File: src/rtl/fir_pkg.sv
// fir_pkg: width derivations shared by the symmetric FIR datapath
// clog2  : bits needed to index v entries
// ncoef  : stored (unique) coefficients of a symmetric odd-length filter
// acc_w  : accumulator width that cannot overflow for full-scale inputs
package fir_pkg;
    function automatic int clog2(input int v);
        int r;
        r = 0;
        while ((1 << r) < v) r++;
        return r;
    endfunction

    function automatic int ncoef(input int ntaps);
        return (ntaps + 1) / 2;
    endfunction

    function automatic int acc_w(input int data_w, input int coef_w, input int ntaps);
        return data_w + 1 + coef_w + clog2(ncoef(ntaps));
    endfunction
endpackage

File: src/rtl/fir_round_sat.sv
// fir_round_sat: round-half-up right shift of the accumulator, then clip to DATA_W
// i_acc  : signed accumulator
// o_data : rounded, saturated sample
// o_sat  : high when clipping occurred
module fir_round_sat #(
    parameter int ACC_W  = 21,
    parameter int DATA_W = 8,
    parameter int SHIFT  = 10
) (
    input  logic signed [ACC_W-1:0]  i_acc,
    output logic        [DATA_W-1:0] o_data,
    output logic                     o_sat
);
    localparam logic signed [ACC_W:0] MAXV = {{(ACC_W+2-DATA_W){1'b0}}, {(DATA_W-1){1'b1}}};
    localparam logic signed [ACC_W:0] MINV = {{(ACC_W+2-DATA_W){1'b1}}, {(DATA_W-1){1'b0}}};

    // one extra bit so adding the half-LSB can never wrap
    logic signed [ACC_W:0] w_rnd;
    logic                  w_hi;
    logic                  w_lo;

    generate
        if (SHIFT == 0) begin : g_noshift
            assign w_rnd = $signed({i_acc[ACC_W-1], i_acc});
        end else begin : g_shift
            localparam logic signed [ACC_W:0] HALF = (ACC_W+1)'(1) << (SHIFT - 1);
            assign w_rnd = ($signed({i_acc[ACC_W-1], i_acc}) + HALF) >>> SHIFT;
        end
    endgenerate

    assign w_hi   = w_rnd > MAXV;
    assign w_lo   = w_rnd < MINV;
    assign o_sat  = w_hi | w_lo;
    assign o_data = w_hi ? MAXV[DATA_W-1:0] : w_lo ? MINV[DATA_W-1:0] : w_rnd[DATA_W-1:0];
endmodule

File: src/rtl/fir_sym_pipe.sv
// fir_sym_pipe: 3-stage symmetric FIR (pre-add, multiply, sum+round+saturate)
// in_valid/in_data/in_ready    : sample input handshake
// out_valid/out_data/out_sat   : result, held until out_ready
// bypass                       : per-sample pass of the group-delayed raw sample
// coef_we/coef_addr/coef_wdata : write of h[0..NCOEF-1]
module fir_sym_pipe
    import fir_pkg::*;
#(
    parameter int DATA_W = 8,
    parameter int COEF_W = 8,
    parameter int NTAPS  = 19,
    parameter int SHIFT  = 10
) (
    input  logic                             clk,
    input  logic                             n_rst,
    input  logic                             in_valid,
    input  logic [DATA_W-1:0]                in_data,
    output logic                             in_ready,
    output logic                             out_valid,
    output logic [DATA_W-1:0]                out_data,
    output logic                             out_sat,
    input  logic                             out_ready,
    input  logic                             bypass,
    input  logic                             coef_we,
    input  logic [clog2(ncoef(NTAPS))-1:0]   coef_addr,
    input  logic [COEF_W-1:0]                coef_wdata
);
    localparam int NCOEF = ncoef(NTAPS);
    localparam int AW    = clog2(NCOEF);
    localparam int ACC_W = acc_w(DATA_W, COEF_W, NTAPS);
    localparam int PA_W  = DATA_W + 1;
    localparam int P_W   = PA_W + COEF_W;

    // tap 0 is the live input; the registers hold taps 1..NTAPS-1
    logic signed [DATA_W-1:0] r_dl   [NTAPS-1];
    logic signed [DATA_W-1:0] w_win  [NTAPS];
    logic signed [COEF_W-1:0] r_coef [NCOEF];
    // coefficient snapshot taken at acceptance so a same-cycle write misses this sample
    logic signed [COEF_W-1:0] r_c1   [NCOEF];
    logic signed [PA_W-1:0]   w_pa   [NCOEF];
    logic signed [PA_W-1:0]   r_pa   [NCOEF];
    logic signed [P_W-1:0]    r_p    [NCOEF];
    logic signed [ACC_W-1:0]  w_acc;
    logic signed [DATA_W-1:0] r_raw1;
    logic signed [DATA_W-1:0] r_raw2;
    logic                     r_v1;
    logic                     r_v2;
    logic                     r_b1;
    logic                     r_b2;
    logic                     w_stall;
    logic                     w_take;
    logic [DATA_W-1:0]        w_rs;
    logic                     w_sat;

    assign w_stall  = out_valid & ~out_ready;
    assign in_ready = ~w_stall;
    assign w_take   = in_valid & ~w_stall;

    always_comb begin
        w_win[0] = in_data;
        for (int k = 1; k < NTAPS; k++) w_win[k] = r_dl[k-1];
    end

    always_comb begin
        w_pa = '{default: '0};
        for (int k = 0; k < NCOEF - 1; k++) w_pa[k] = PA_W'(w_win[k]) + PA_W'(w_win[NTAPS-1-k]);
        w_pa[NCOEF-1] = PA_W'(w_win[NCOEF-1]);
    end

    always_comb begin
        w_acc = '0;
        for (int k = 0; k < NCOEF; k++) w_acc = w_acc + ACC_W'(r_p[k]);
    end

    fir_round_sat #(
        .ACC_W (ACC_W),
        .DATA_W(DATA_W),
        .SHIFT (SHIFT)
    ) u_round_sat (
        .i_acc (w_acc),
        .o_data(w_rs),
        .o_sat (w_sat)
    );

    always_ff @(posedge clk or negedge n_rst) begin
        if (!n_rst) begin
            r_dl      <= '{default: '0};
            r_coef    <= '{default: '0};
            r_c1      <= '{default: '0};
            r_pa      <= '{default: '0};
            r_p       <= '{default: '0};
            r_raw1    <= '0;
            r_raw2    <= '0;
            r_v1      <= 1'b0;
            r_v2      <= 1'b0;
            r_b1      <= 1'b0;
            r_b2      <= 1'b0;
            out_valid <= 1'b0;
            out_data  <= '0;
            out_sat   <= 1'b0;
        end else begin
            if (coef_we && ({1'b0, coef_addr} < (AW+1)'(NCOEF))) r_coef[coef_addr] <= coef_wdata;
            if (!w_stall) begin
                r_v1      <= w_take;
                r_v2      <= r_v1;
                out_valid <= r_v2;
                if (w_take) begin
                    for (int k = 0; k < NTAPS - 1; k++) r_dl[k] <= w_win[k];
                    r_pa   <= w_pa;
                    r_c1   <= r_coef;
                    r_b1   <= bypass;
                    r_raw1 <= w_win[NCOEF-1];
                end
                if (r_v1) begin
                    for (int k = 0; k < NCOEF; k++) r_p[k] <= P_W'(r_pa[k]) * P_W'(r_c1[k]);
                    r_b2   <= r_b1;
                    r_raw2 <= r_raw1;
                end
                if (r_v2) begin
                    out_data <= r_b2 ? r_raw2 : w_rs;
                    out_sat  <= ~r_b2 & w_sat;
                end
            end
        end
    end
endmodule

File: config.mk
export PLATFORM = sky130hd
export DESIGN_NAME = fir_sym_pipe
export DESIGN_NICKNAME = d
export VERILOG_FILES = /design/src/rtl/fir_pkg.sv /design/src/rtl/fir_round_sat.sv /design/src/rtl/fir_sym_pipe.sv
export SDC_FILE = /design/constraint.sdc
export NUM_CORES = 2
export LEC_CHECK = 0
export ABC_CLOCK_PERIOD_IN_PS = 7950
export CAP_MARGIN = 20
export CELL_PAD_IN_SITES_DETAIL_PLACEMENT = 2
export CELL_PAD_IN_SITES_GLOBAL_PLACEMENT = 2
export CORE_MARGIN = 2
export CORE_UTILIZATION = 43
export CTS_CLUSTER_SIZE = 28
export DETAILED_ROUTE_END_ITERATION = 16
export PLACE_DENSITY = 0.8
export SETUP_SLACK_MARGIN = 0.1
export SYNTH_ARGS = -nofsm -noshare
export SYNTH_HDL_FRONTEND = slang
export SYNTH_HIERARCHICAL = 1
export SYNTH_SLANG_ARGS = --single-unit
File: constraint.sdc
create_clock -name clk -period 7.95 [get_ports clk]
set_input_delay 1.59 -clock clk [delete_from_list [all_inputs] [get_ports clk]]
set_output_delay 1.59 -clock clk [all_outputs]
set_load 0.05 [all_outputs]
==> results.json <==
{
  "grt_pass1_wl_um": 297000,
  "netlist_area_um2": 55300,
  "coreArea_um2": 128000,
  "r2r-start": "r_p[13]$_DFFE_PN0P_",
  "die_x_um": 363,
  "initial_utilization_pct": 43.3,
  "layout-drive-gt1-share_pct": 4.16,
  "fin_crit_ps": 6970,
  "drcViolationCount": 0,
  "syn-instance-count": 5869,
  "tns_ps": 0,
  "grt_pass1_vias": 48500,
  "grt_antenna_before_repair": 19,
  "dp_slack_ps": 1130,
  "htreeDepth": 3,
  "startpoint": "r_p[13]$_DFFE_PN0P_",
  "post_cts_buffers": 0,
  "clock_skew_ps": 33.6,
  "cp.arrival_ps": 7500,
  "grt_start_max_net_pins": 142,
  "utilization_pct": 46.8,
  "path_class": "reg2reg",
  "hold_path.class": "reg2reg",
  "path_max_fanout": 6,
  "drt-pass1-iter-count": 5,
  "drv_slew": 0,
  "clock-root-buffer": "clkbuf_16",
  "holdCritStartpoint": "r_dl[76]$_DFFE_PN0P_",
  "cts.repair.resized": 0,
  "syn-num-nets": 7053,
  "dp_hpwl_um": 145000,
  "cts_tree": "built",
  "cts_sinks": 576,
  "groute.usage.overall_pct": 29.6,
  "crit_required_ps": 8480,
  "crit_path_end_kind": "flop",
  "wirelength_um": 189000,
  "syn_avg_cell_area_um2": 9.43,
  "setup_viol": 0,
  "layout_common_cells": "nand2_1 (1240), inv_1 (943), fa_1 (753)",
  "start_kind": "flop",
  "fmax_ghz": 0.144,
  "rsz0062_at_grt": "false",
  "cts_hold_buf": 0,
  "layout_commonest_cell": "nand2_1",
  "vias": 41300,
  "drv_cap": 0,
  "drtIter0Drc": 2095,
  "wl_per_cell_um": 25.0,
  "tightest_slew_ps": 1040,
  "die_h_um": 363,
  "antenna_left": 0,
  "gp_congestion": 0.874,
  "post-route-period-util_pct": 87.7,
  "nets": 6998,
  "pin_count": 37,
  "max_slew_margin_pct": 30.1,
  "setup_ws_ps": 982,
  "hold_viol": 0,
  "place.port_buffers": 36,
  "clk_pin_slew_ps": 70,
  "avgViaCountPerCell": 5.48,
  "worstSkewPairLatency_ps": 680,
  "cts_buffers": 74,
  "clockBufferDepth": 3,
  "synthToLayoutAreaGrowth_pct": 8.04,
  "overflow": 0,
  "ys_warn_count": 6,
  "fp.dieArea_um2": 132000,
  "status": "completed",
  "rows": 131
}
per-layer routing:
| layer | global-route usage (%) | up-vias | wire, um |
|---|---|---|---|
| met3 | 3.14 | 270 | 7460 |
| met4 | 9.48 | 4 | 6060 |
| met1 | 38.4 | 22100 | 80300 |
| li1 | - | 18200 | - |
| met5 | 0 | - | 22 |
| met2 | 51.9 | 752 | 95000 |
final timing paths:
kind	endpoint	slack [ps]	cells past startpoint
max reg2reg	out_data[1]$_DFFE_PN0P_	980	23
max	out_data[1]$_DFFE_PN0P_	980	23
min	r_raw1[4]$_DFFE_PN0P_	460	2
max in group asynchronous	r_p[161]$_DFFE_PN0P_	5520	2
min in group asynchronous	r_dl[12]$_DFFE_PN0P_	960	1
min reg2reg	r_raw1[4]$_DFFE_PN0P_	460	2
registers in the layout, summed over array words and instances, names as in the netlist, 8 cells and up:
| name | flops |
|---|---|
| r_dl | 136 |
| r_p | 169 |
| r_pa | 81 |
| r_coef | 80 |
| r_raw2 | 8 |
| r_c1 | 80 |
| out_data | 8 |
| r_raw1 | 8 |
worst max-delay path: stages (launching register included):
cell	delay [ps]
dfrtp_1	400
inv_1	90
fa_1	540
inv_1	60
fa_1	540
fa_1	450
fa_1	530
inv_1	70
fa_1	510
inv_1	70
ha_1	390
and3_1	240
and2_1	220
nand4_1	150
a31oi_1	360
nor4_1	100
a211oi_1	720
nand3_1	180
a2111oi_2	460
a21oi_2	100
o21ai_2	260
o21ai_1	130
mux2i_1	160
a21oi_1	90
per-stage QoR:
step / cells / cell area [um2] / hold slack [ps]
6_report: 7540 / 59800 / 463
5_1_grt: 7536 / 59800 / 495
4_1_cts: 7533 / 59700 / 467
3_5_place_dp: 7400 / 57200 / 455
3_3_place_gp: 7400 / 57200 / 438
2_1_floorplan: 5869 / 55300 / 428
area by class of cell:
class | count | area, um2
inverters | 944 | 3540
well taps | 1662 | 2080
diodes | 7 | 17.5
clock inverters | 31 | 398
clock buffers | 102 | 2140
multi-input cells | 4163 | 36600
fillers | 13400 | 67900
flip-flops and latches | 576 | 14400
repair buffers | 55 | 593
Power is left out: the tool's default activity adds up to more than one toggle a clock period on the data nets, which glitch-free logic cannot reach.
